$ cat src/rtl/bcd_pkg.sv
// Shared BCD digit types and single-digit arithmetic helpers for the decimal
// adder pipeline.
package bcd_pkg;

  typedef logic [3:0] bcd_digit_t;

  localparam bcd_digit_t BCD_NINE = 4'd9;

  // Returns {carry, digit}; any raw sum above 9 takes the +6 decimal correction.
  function automatic logic [4:0] bcd_digit_add(input bcd_digit_t a,
                                               input bcd_digit_t b,
                                               input logic       cin);
    logic [4:0] s;
    s = {1'b0, a} + {1'b0, b} + {4'b0000, cin};
    if (s > 5'd9) return {1'b1, s[3:0] + 4'd6};
    else          return {1'b0, s[3:0]};
  endfunction

  function automatic bcd_digit_t bcd_nines(input bcd_digit_t d);
    return BCD_NINE - d;
  endfunction

endpackage

$ cat src/rtl/bcd_digit_stage.sv
// One registered decimal digit slice: resolves a single digit and hands its
// carry, op type and valid bit to the next slice.
module bcd_digit_stage
  import bcd_pkg::*;
(
  input  logic       clk,
  input  logic       reset_n,
  input  logic       adv,
  input  logic       valid_in,
  input  logic       sub_in,
  input  logic       carry_in,
  input  bcd_digit_t a_digit,
  input  bcd_digit_t b_digit,
  output logic       valid_q,
  output logic       sub_q,
  output logic       carry_q,
  output bcd_digit_t digit_q
);

  bcd_digit_t b_eff;
  logic [4:0] digit_res;

  // Subtraction is nines-complement of B plus an inverted borrow-in at digit 0.
  assign b_eff     = sub_in ? bcd_nines(b_digit) : b_digit;
  assign digit_res = bcd_digit_add(a_digit, b_eff, carry_in);

  always_ff @(posedge clk or negedge reset_n) begin
    if (!reset_n) begin
      valid_q <= 1'b0;
      sub_q   <= 1'b0;
      carry_q <= 1'b0;
      digit_q <= '0;
    end else if (adv) begin
      valid_q <= valid_in;
      sub_q   <= sub_in;
      carry_q <= digit_res[4];
      digit_q <= digit_res[3:0];
    end
  end

endmodule

$ cat src/rtl/bcd_adder_pipe.sv
// Fully pipelined multi-digit BCD adder/subtractor, one digit per stage.
// Optional BCD_ADDER_CHECK_EN adds out_invalid flagging non-BCD operand digits.
module bcd_adder_pipe
  import bcd_pkg::*;
#(
  parameter int DIGITS = 4
) (
  input  logic                clk,
  input  logic                reset_n,
  input  logic                in_valid,
  output logic                in_ready,
  input  logic [4*DIGITS-1:0] in_a,
  input  logic [4*DIGITS-1:0] in_b,
  input  logic                in_sub,
  input  logic                in_cin,
  output logic                out_valid,
  input  logic                out_ready,
  output logic [4*DIGITS-1:0] out_sum,
  output logic                out_carry
`ifdef BCD_ADDER_CHECK_EN
  ,
  output logic                out_invalid
`endif
);

  localparam int W = 4 * DIGITS;

  logic adv;

  // Single global stall keeps every stage in lockstep; bubbles move like data.
  assign adv      = out_ready | ~out_valid;
  assign in_ready = adv;

`ifdef BCD_ADDER_CHECK_EN
  logic in_bad;

  always_comb begin
    in_bad = 1'b0;
    for (int i = 0; i < DIGITS; i++) begin
      if (in_a[4*i +: 4] > BCD_NINE || in_b[4*i +: 4] > BCD_NINE) in_bad = 1'b1;
    end
  end
`endif

  genvar k;
  for (k = 0; k < DIGITS; k++) begin : g_stage
    // Operands shrink by one digit per stage; results grow by one digit.
    localparam int RW = W - 4*k;

    logic [RW-1:0]    a_cur;
    logic [RW-1:0]    b_cur;
    logic             v_cur;
    logic             s_cur;
    logic             c_cur;
    logic             valid_q;
    logic             sub_q;
    logic             carry_q;
    bcd_digit_t       digit_q;
    logic [4*k+3:0]   res_full;

    if (k == 0) begin : g_head
      assign a_cur    = in_a;
      assign b_cur    = in_b;
      assign v_cur    = in_valid;
      assign s_cur    = in_sub;
      assign c_cur    = in_sub ? ~in_cin : in_cin;
      assign res_full = digit_q;
    end else begin : g_body
      logic [4*k-1:0] res_q;

      always_ff @(posedge clk or negedge reset_n) begin
        if (!reset_n)  res_q <= '0;
        else if (adv)  res_q <= g_stage[k-1].res_full;
      end

      assign a_cur    = g_stage[k-1].g_skew.a_q;
      assign b_cur    = g_stage[k-1].g_skew.b_q;
      assign v_cur    = g_stage[k-1].valid_q;
      assign s_cur    = g_stage[k-1].sub_q;
      assign c_cur    = g_stage[k-1].carry_q;
      assign res_full = {digit_q, res_q};
    end

    if (k < DIGITS - 1) begin : g_skew
      logic [RW-5:0] a_q;
      logic [RW-5:0] b_q;

      always_ff @(posedge clk or negedge reset_n) begin
        if (!reset_n) begin
          a_q <= '0;
          b_q <= '0;
        end else if (adv) begin
          a_q <= a_cur[RW-1:4];
          b_q <= b_cur[RW-1:4];
        end
      end
    end

    bcd_digit_stage u_digit (
      .clk      (clk),
      .reset_n  (reset_n),
      .adv      (adv),
      .valid_in (v_cur),
      .sub_in   (s_cur),
      .carry_in (c_cur),
      .a_digit  (a_cur[3:0]),
      .b_digit  (b_cur[3:0]),
      .valid_q  (valid_q),
      .sub_q    (sub_q),
      .carry_q  (carry_q),
      .digit_q  (digit_q)
    );

`ifdef BCD_ADDER_CHECK_EN
    logic inv_in;
    logic inv_q;

    if (k == 0) begin : g_inv_head
      assign inv_in = in_bad;
    end else begin : g_inv_body
      assign inv_in = g_stage[k-1].inv_q;
    end

    always_ff @(posedge clk or negedge reset_n) begin
      if (!reset_n)  inv_q <= 1'b0;
      else if (adv)  inv_q <= inv_in;
    end
`endif
  end

  assign out_valid = g_stage[DIGITS-1].valid_q;
  assign out_sum   = g_stage[DIGITS-1].res_full;
  // Borrow is the inverse of the decimal carry out of the complemented add.
  assign out_carry = g_stage[DIGITS-1].sub_q ? ~g_stage[DIGITS-1].carry_q
                                             :  g_stage[DIGITS-1].carry_q;

`ifdef BCD_ADDER_CHECK_EN
  assign out_invalid = g_stage[DIGITS-1].inv_q;
`endif

endmodule
$ cat config.mk
export PLATFORM = sky130hd
export DESIGN_NAME = bcd_adder_pipe
export DESIGN_NICKNAME = d
export VERILOG_FILES = /design/src/rtl/bcd_pkg.sv /design/src/rtl/bcd_digit_stage.sv /design/src/rtl/bcd_adder_pipe.sv
export SDC_FILE = /design/constraint.sdc
export NUM_CORES = 1
export LEC_CHECK = 0
export CELL_PAD_IN_SITES_DETAIL_PLACEMENT = 1
export CELL_PAD_IN_SITES_GLOBAL_PLACEMENT = 1
export CORE_UTILIZATION = 40
export CTS_BUF_LIST = sky130_fd_sc_hd__clkbuf_8
export CTS_CLUSTER_DIAMETER = 30
export DETAILED_ROUTE_END_ITERATION = 10
export PLACE_DENSITY = 0.79
export SKIP_LAST_GASP = 1
export SLEW_MARGIN = 20
export SYNTH_ARGS = -nofsm -noshare
export SYNTH_HDL_FRONTEND = slang
export SYNTH_HIERARCHICAL = 1
export SYNTH_SLANG_ARGS = --single-unit
$ cat constraint.sdc
create_clock -name clk -period 6.9 [get_ports clk]
set_input_delay 1.38 -clock clk [delete_from_list [all_inputs] [get_ports clk]]
set_output_delay 1.38 -clock clk [all_outputs]
set_load 0.02 [all_outputs]
; Yosys cells after proc, flatten, opt, wreduce, memory -nomap -nowiden
; Index checks and enable logic that the tools add are counted.
[classes]
add_sub_neg = 16
n_mul = 0
div_mod_pow = 0
n_lt_le_gt_ge = 4
eq_ne = 0
n_shift = 0
mux = 10
n_bitwise = 4
n_reduce_logical = 0
[op_table]
columns = op, count
row1 = 4-bit by 4-bit adder with 5-bit output, 4
row2 = 5-bit by 1-bit adder with 5-bit output, 4
row3 = "5-bit by 4-bit greater-than comparator with 1-bit output, second input constant", 4
row4 = 5-bit 2-to-1 mux, 4
row5 = "4-bit by 3-bit adder with 4-bit output, second input constant", 4
row6 = 4-bit 2-to-1 mux, 4
row7 = "4-bit subtractor, first input constant", 4
row8 = 1-bit NOT, 3
row9 = 1-bit 2-to-1 mux, 2
row10 = 1-bit bitwise OR, 1
[totals]
register_bits = 100
latchBits = 0
mem_bits_rw = 0
romBits = 0
inputBits = 38
out_inout_bits = 19
elab_cells = 59
n_memories = 0

; Logic depth before layout (Yosys ltp)
; Gate-level depths: netlist of run 1.
[logic_depth]
ltp_word = 6
mapped_depth = 11
depth_no_buf = 11

; Cells and area by module
; The synthesis of run 1 kept the hierarchy.
[modules_own_cells]
columns = mod, instances, cells_per_inst, area_each_um2, seq_area_each_um2
row1 = bcd_adder_pipe, 1, 155, 3062.9, 1801.7
row2 = bcd_digit_stage, 4, 61, 581.8, 175.2

; Worst setup path after synthesis of run 1
; OpenSTA, ideal clock, no wires.
[synth_timing]
kind = input-to-reg
startpoint = input port in_cin
endpoint = register g_stage[0].u_digit.digit_q[1]
setup_time_ps = 124
arrival_ps = 3518
t_required_ps = 6776
slack_ps = 3258
stages = 9
n_path_buf = 0
cell_sequence = xor2_1 inv_1 fa_1 inv_1 fa_1 or2_2 o2bb2a_2 and3_2 a211o_1
[synth_via]
elab_chain_cells = 5
elab_cells_between_ends = 6
classes_between = add/sub: 2 / order compare: 1 / mux: 2 / bitwise: 1
[synth_lines]
columns = element, line_no
row1 = start: declaration, bcd_adder_pipe.sv:15  ; input logic in_cin,
row2 = 1-bit NOT, bcd_adder_pipe.sv:66  ; assign c_cur = in_sub ? ~in_cin : in_cin;
row3 = 1-bit 2-to-1 mux *, bcd_adder_pipe.sv:66
row4 = 5-bit by 1-bit adder with 5-bit output *, bcd_pkg.sv:14  ; s = {1'b0, a} + {1'b0, b} + {4'b0000, cin};
row5 = 4-bit by 3-bit adder with 4-bit output or 5-bit by 4-bit greater-than comparator with 1-bit output (tied branches), bcd_pkg.sv:15  ; if (s > 5'd9) return {1'b1, s[3:0] + 4'd6};
row6 = 5-bit 2-to-1 mux *, bcd_pkg.sv:15
row7 = end signal: assignment, bcd_digit_stage.sv:37  ; digit_q <= digit_res[3:0];
row8 = end: declaration, bcd_digit_stage.sv:17  ; output bcd_digit_t digit_q
; Every way passes the cells marked *; elsewhere a longest branch is shown, timed or not.
; A chain may end at the register's enable or synchronous reset.

; Worst setup path after layout of run 1
[layout_timing]
startpoint = input port in_sub
endpoint = register g_stage[0].u_digit.digit_q[1]
[layout_via]
elab_cells_between_ends = 7
classes_between = add/sub: 3 / order compare: 1 / mux: 3
[layout_rtl]
columns = element, line_no
row1 = start: declaration, bcd_adder_pipe.sv:14  ; input logic in_sub,
row2 = 1-bit 2-to-1 mux *, bcd_adder_pipe.sv:66
row3 = net g_stage[0].c_cur, bcd_adder_pipe.sv:54  ; logic c_cur;
row4 = 5-bit by 1-bit adder with 5-bit output *, bcd_pkg.sv:14
row5 = 4-bit by 3-bit adder with 4-bit output or 5-bit by 4-bit greater-than comparator with 1-bit output (tied branches), bcd_pkg.sv:15
row6 = 5-bit 2-to-1 mux *, bcd_pkg.sv:15
; Mark *: on every way through the listed nets, which the timed path passes. The rest lies on a longest branch.

==> qor.yml, run 1 <==
outcome:
  status: "finished, final reports clean"
logic_synthesis:
  syn_inst: 399
  synth_seq_cells: 100
  synth_edf_count: 0
  synth.largest_area_cell: "dfrtp_1"
  synth_flop_cell: "dfrtp_1"
  yosys-top-cells-area: "dfrtp_1 46%, mux2_4 19%, ha_1 4.6%, buf_12 3.0%, fa_1 3.0%"
  synth_area_per_cell_um2: 13.5
  synth.distinct_cells: 32
  synth_top_area_frac: 0.464
  ys_top_cells_by_count: "100 x dfrtp_1, 69 x mux2_4, 36 x inv_1"
  synth_nets: 465
  synth.most_common_cell: "dfrtp_1"
  syn_area_um2: 5390
  synthArstFlopShare: 1.00
  synth_warnings: 6
  seq_area_frac_synth: 0.464
global_route:
  grt_use_total: 0.158
  antenna_found_initial: 0
  grt_overflow: 0
  grt_pass1_vias: 3607
  grt_pass1_wl_um: 17800
  grt_max_degree: 84
detailed_routing:
  drtIter0Drc: 202
  drc: 0
  drtPass1Iterations: 4
  vias: 3252
  routedWlPerCell_um: 16.2
  drtAntennaViolNets: 0
  vias_per_cell: 5.10
  wirelength_um: 10300
die:
  io_pins: 57
  row_count: 42
  die_y_um: 118
  dieArea_um2: 13900
  die_width_um: 118
  core-area_um2: 13200
  initial_core_util: 0.409
clock_network:
  clock_sinks: 100
  holdBufCountCts: 0
  cts_setup_buffers: 0
  cts_buffers: 9
  cts-resized-gates: 0
  cts_tree: "yes"
  insertion_delay_ns: 0.38
  clkTransAtPathRegs_ns: 0.11
  htreeDepth: 3
  cts_root_buffer: "clkbuf_8"
  cts_max_path_buffers: 2
worst_hold_path:
  worstHoldStart: "g_stage[1].u_digit/digit_q[2]$_DFFE_PN0P_"
  hold_path_end: "g_stage[1].u_digit/digit_q[2]$_DFFE_PN0P_"
  hold-path-cell-count: 2
  hp-class: "reg2reg"
worst_setup_path:
  cpMaxStageDelayCell: "clkdlybuf4s50_1"
  crit_family: "adder cells"
  crit_type: "in2reg"
  r2r-end: "g_stage[0].u_digit/digit_q[1]$_DFFE_PN0P_"
  cp.arrival_ns: 4.29
  cp.required_ns: 7.17
  crit_buf_inv: 3
  r2r_start: "g_stage[3].u_digit/valid_q$_DFFE_PN0P_"
  cp-start-kind: "input pin"
  crit_chain: "clkdlybuf4s50_1 > xor2_1 > inv_1 > fa_1 > inv_1 > fa_1 > or2_2 > o2bb2a_2 > and3_2 > a211o_1"
  r2r_cells: 6
  r2r_slack_ns: 3.99
  endpoint_kind: "register"
  critPathMaxStageDelay_ns: 0.59
  path_max_fanout: 6
place:
  port-buffer-count: 56
  place_hpwl_um: 7330
  place.gp.congestion: 0.774
job:
  maxCapViolations: 0
pwr:
  p_leak_nw: 3.01
  p_per_area_nw_per_um2: 541
  ir_drop_v: 0.000195
timing:
  setup_viol: 0
  holdWs_ns: 0.517
  rsz0062_at_grt: "no"
  finalCritPeriodShare: 0.583
  fmax_mhz: 249
  hold_violations: 0
  relSlewSlack: 0.269
  fin_crit_ns: 4.02
  tightest_slew_ns: 1.10
  finalSetupTns_ns: 0
  fin_skew_ns: 0.00962
  final_max_slew_viol_count: 0
layout:
  num-fill-cells: 1386
  area_growth_pct: 15.2
  drive_above_1_share: 0.271
  finalNetCount: 523
  multi_input_area_um2: 2580
  antenna-diode-count: 0
  seq_area_um2: 2500
==> through the flow <==
step	utilization	area, um^2	power [mW]	setup slack, ns	cells
after floorplan	-	5390	2.54	3.26	399
after global placement	0.456	6020	2.89	2.58	622
after detailed placement	0.456	6020	3.00	2.49	622
after CTS	0.470	6200	3.40	2.87	638
after global routing	0.471	6210	3.63	2.79	638
final	0.471	6210	3.36	2.88	638
==> worst max path at each step <==
stage          startpoint                                   endpoint  slack (ns)  depth (start not counted)
2_1_floorplan      in_cin  g_stage[0].u_digit/digit_q[1]$_DFFE_PN0P_        3.26                          9
3_3_place_gp       in_sub  g_stage[0].u_digit/digit_q[1]$_DFFE_PN0P_        2.58                         10
3_5_place_dp       in_sub  g_stage[0].u_digit/digit_q[1]$_DFFE_PN0P_        2.49                         10
4_1_cts         out_ready                                   in_ready        2.87                          3
5_1_grt         out_ready  g_stage[0].u_digit/digit_q[1]$_DFFE_PN0P_        2.79                          7
6_report           in_sub  g_stage[0].u_digit/digit_q[1]$_DFFE_PN0P_        2.88                         10
==> power breakdown <==
part	internal (mW)	switching, mW	total [mW]	leakage [nW]
Sequential	0.850	0.169	1.02	1.17
Combinational	1.04	0.930	1.97	1.74
Clock	0.141	0.225	0.366	0.0999
==> layout make-up <==
class | count | area share
sequential | 100 | 0.403
inverter | 36 | 0.0218
timing repair buffer | 59 | 0.0941
clock buffer | 9 | 0.0200
multi-input combinational | 251 | 0.415
clock inverter | 7 | 0.0105
tap | 176 | 0.0355
==> layer usage <==
metal,up-vias,global-route usage,wire (um)
li1,1529,-,-
met1,1655,0.198,4630
met2,59,0.268,5130
met3,9,0.0412,456
met4,0,0.0465,119
met5,-,0,0
==> registers in the layout, summed over array words and instances (netlist names) <==
signal / flops
g_stage.g_skew.a_q: 24
g_stage.g_skew.b_q: 24
g_stage.g_body.res_q: 24
g_stage.u_digit/digit_q: 16
g_stage.u_digit/carry_q: 4
g_stage.u_digit/sub_q: 4
g_stage.u_digit/valid_q: 4
==> logic make-up (layout without fill, tap and decap cells) <==
| logic type | Yosys count | after routing | synth area share |
|---|---|---|---|
| mux | 84 | 84 | 0.223 |
| xor+xnor | 14 | 14 | 0.0227 |
| simple gates | 53 | 53 | 0.0573 |
| compound gates | 72 | 72 | 0.0993 |
| fa+ha+maj | 28 | 28 | 0.0761 |
| buf+inv | 48 | 111 | 0.0576 |
| flops | 100 | 100 | 0.464 |
==> tightest hold or removal path, stage by stage, from the launching register on <==
cell      delay (ns)
dfrtp_1         0.36
nand2b_1        0.06
o221ai_1        0.06
==> layout by cell type (no fill, tap or decap), types with 6 or more instances in the layout <==
master | Yosys | final
mux2_4 | 69 | 69
a21oi_1 | 12 | 12
dfrtp_1 | 100 | 100
a21o_2 | 8 | 8
xor2_1 | 6 | 6
nand2b_1 | 8 | 8
mux2_2 | 11 | 11
ha_1 | 20 | 20
fa_1 | 8 | 8
a31oi_1 | 8 | 8
xnor2_1 | 8 | 8
nand2_1 | 12 | 12
inv_1 | 36 | 36
o21ai_0 | 8 | 8
clkdlybuf4s50_1 | 0 | 55
a211o_1 | 8 | 8
clkbuf_8 | 0 | 9
nor2_1 | 12 | 12
(Power assumes the default switching activity.)
==> run 2, diff against run 1 <==
==> constraint.sdc (replaced) <==
create_clock -name clk -period 3.72 [get_ports clk]
set_input_delay 0.744 -clock clk [delete_from_list [all_inputs] [get_ports clk]]
set_output_delay 0.744 -clock clk [all_outputs]
set_load 0.02 [all_outputs]
==> qor.yml, run 2 (synthesized netlist as in run 1, its figures left out) <==
global_route:
  grt_pass1_vias: 3647  # was 3607
  grt_max_degree: 121  # was 84
  grt_pass1_wl_um: 18000  # was 17800 um
  antenna_found_initial: 0  # unchanged
  grt_overflow: 0  # unchanged
  grt_use_total: 0.162  # was 0.158
timing:
  tightest_slew_ns: 0.808  # was 1.10 ns
  finalCritPeriodShare: 0.896
  fmax_mhz: 300
  final_max_slew_viol_count: 0  # unchanged
  layout_setup_ws_ns: 0.386  # was 2.88 ns
  fin_crit_ns: 3.33
  setup_viol: 0  # unchanged
  holdWs_ns: 0.450  # was 0.517 ns
  hold_violations: 0  # unchanged
  rsz0062_at_grt: "no"  # unchanged
  relSlewSlack: 0.461  # was 0.269
  fin_skew_ns: 0.0123  # was 0.00962 ns
pwr:
  sw_frac_of_total: 0.392  # was 0.394
  p_leak_nw: 3.01  # about the same
  combPwrFrac: 0.590  # was 0.588
  p_int_mw: 3.76  # was 2.04 mW
  p_seq_frac: 0.306  # was 0.303
  p_per_area_nw_per_um2: 996  # was 541 nW/um^2
  ir_drop_v: 0.000311  # was 0.000195 V
  p_clk_frac: 0.103  # was 0.109
  p_sw_mw: 2.42  # was 1.32 mW
die:
  core-area_um2: 13200  # unchanged
  die_width_um: 118  # unchanged
  initial_core_util: 0.409  # unchanged
  row_count: 42  # unchanged
  io_pins: 57  # unchanged
  dieArea_um2: 13900  # unchanged
  die_y_um: 118  # unchanged
clock_network:
  cts_buffers: 9  # unchanged
  cts_setup_buffers: 0  # unchanged
  holdBufCountCts: 0  # unchanged
  cts_root_buffer: "clkbuf_8"  # unchanged
  cts-resized-gates: 0  # unchanged
  cts_tree: "yes"  # unchanged
  insertion_delay_ns: 0.38  # about the same
  clock_sinks: 100  # unchanged
  cts_max_path_buffers: 2  # unchanged
  clkTransAtPathRegs_ns: 0.10  # was 0.11 ns
  htreeDepth: 3  # unchanged
worst_setup_path:
  cpMaxStageDelayCell: "clkdlybuf4s50_1"  # unchanged
  crit_buf_inv: 3  # unchanged
  cp.required_ns: 3.97  # was 7.17 ns
  critPathMaxStageDelay_ns: 0.50  # was 0.59 ns
  crit_type: "in2reg"  # unchanged
  crit_family: "adder cells"  # unchanged
  endpoint_kind: "register"  # unchanged
  path_max_fanout: 4  # was 6
  crit_chain: "clkdlybuf4s50_1 > xor2_1 > inv_1 > fa_1 > inv_1 > fa_1 > or2_2 > o2bb2a_2 > and3_2 > a211o_1"  # unchanged
  cp.arrival_ns: 3.59  # was 4.29 ns
  critical_path.startpoint: "in_sub"  # unchanged
  r2r_start: "g_stage[2].u_digit/sub_q$_DFFE_PN0P_"  # was g_stage[3].u_digit/valid_q$_DFFE_PN0P_
  cp-start-kind: "input pin"  # unchanged
place:
  place_hpwl_um: 7300  # was 7330 um
  place.gp.congestion: 0.826  # was 0.774
  pre_cts_slack_ns: -0.0293  # was 2.49 ns
  port-buffer-count: 56  # unchanged
  placed_area_um2: 6040  # was 6020 um^2
detailed_routing:
  wirelength_um: 10200  # was 10300 um
  drtAntennaViolNets: 0  # unchanged
  routedWlPerCell_um: 16.0  # was 16.2 um
  drtIter0Drc: 136  # was 202
  vias: 3265  # was 3252
  drc: 0  # unchanged
  vias_per_cell: 5.11  # was 5.10
  drtPass1Iterations: 4  # unchanged
layout:
  num-fill-cells: 1367  # was 1386
  area_growth_pct: 15.3  # was 15.2%
  finalNetCount: 524  # was 523
  layout_common_cells: "100 x dfrtp_1, 69 x mux2_4, 55 x clkdlybuf4s50_1"  # unchanged
  antenna-diode-count: 0  # unchanged
  drive_above_1_share: 0.270  # was 0.271
  design_area_um2: 6210  # about the same
  mostFrequentLayoutCell: "dfrtp_1"  # unchanged
  utilization: 0.471  # about the same
  top_regs: "g_stage.g_skew.a_q: 24 flops, g_stage.g_skew.b_q: 24 flops, g_stage.g_body.res_q: 24 flops"  # unchanged
job:
  maxCapViolations: 0  # unchanged
outcome:
  status: "finished, final reports clean"  # unchanged
worst_hold_path:
  hp-class: "in2async"  # was reg2reg
[run 2: changes by cell type in the layout (fill, tap and decap cells not counted), sizes merged]
cell	change
clkinvlp	+2
inv	-2
buf	+1
[run 2: stage by stage]
step / instances / setup TNS (ns) / power (mW)
after floorplan: 399 / 0 / 4.71
after global placement: 623 / 0 / 5.36
after CTS: 639 / 0 / 6.27
after detailed placement: 623 / -0.0293 / 5.58
final: 639 / 0 / 6.19
after global routing: 639 / 0 / 6.72
[run 2: area by class of cell]
cell class                 count  area [um^2]  share of cell area
timing repair buffer          60          601              0.0967
sequential                   100         2500               0.403
multi-input combinational    251         2580               0.415
tap                          176          220              0.0354
inverter                      36          135              0.0218
clock buffer                   9          124              0.0199
clock inverter                 7         52.6             0.00846
[run 2: worst paths after layout]
| check | to | slack [ns] | depth (start not counted) |
|---|---|---|---|
| setup / recovery | g_stage[0].u_digit/digit_q[1]$_DFFE_PN0P_ | 0.39 | 10 |
| hold / removal | g_stage[3].g_body.res_q[8]$_DFFE_PN0P_ | 0.45 | 1 |
| setup reg to reg | g_stage[3].u_digit/digit_q[1]$_DFFE_PN0P_ | 0.96 | 8 |
| hold reg to reg | g_stage[2].u_digit/digit_q[2]$_DFFE_PN0P_ | 0.51 | 2 |
| max in group asynchronous | g_stage[3].u_digit/digit_q[1]$_DFFE_PN0P_ | 2.48 | 2 |
| min in group clk | g_stage[2].u_digit/digit_q[2]$_DFFE_PN0P_ | 0.51 | 2 |
[run 2: power by group through the flow]
stage | Combinational (mW) | Sequential (mW) | Clock (mW)
global placement | 3.46 | 1.90 | 0
detailed placement | 3.65 | 1.93 | 0
CTS | 3.68 | 1.91 | 0.675
floorplan | 2.77 | 1.93 | 0
global route | 4.04 | 1.97 | 0.712
finish | 3.65 | 1.89 | 0.639
[run 2: routing by layer]
metal | vias up | wire (um) | track usage
met3 | 20 | 344 | 0.0426
met5 | - | 0 | 0
met1 | 1647 | 4550 | 0.203
met2 | 64 | 5080 | 0.268
li1 | 1534 | - | -
met4 | 0 | 225 | 0.0593
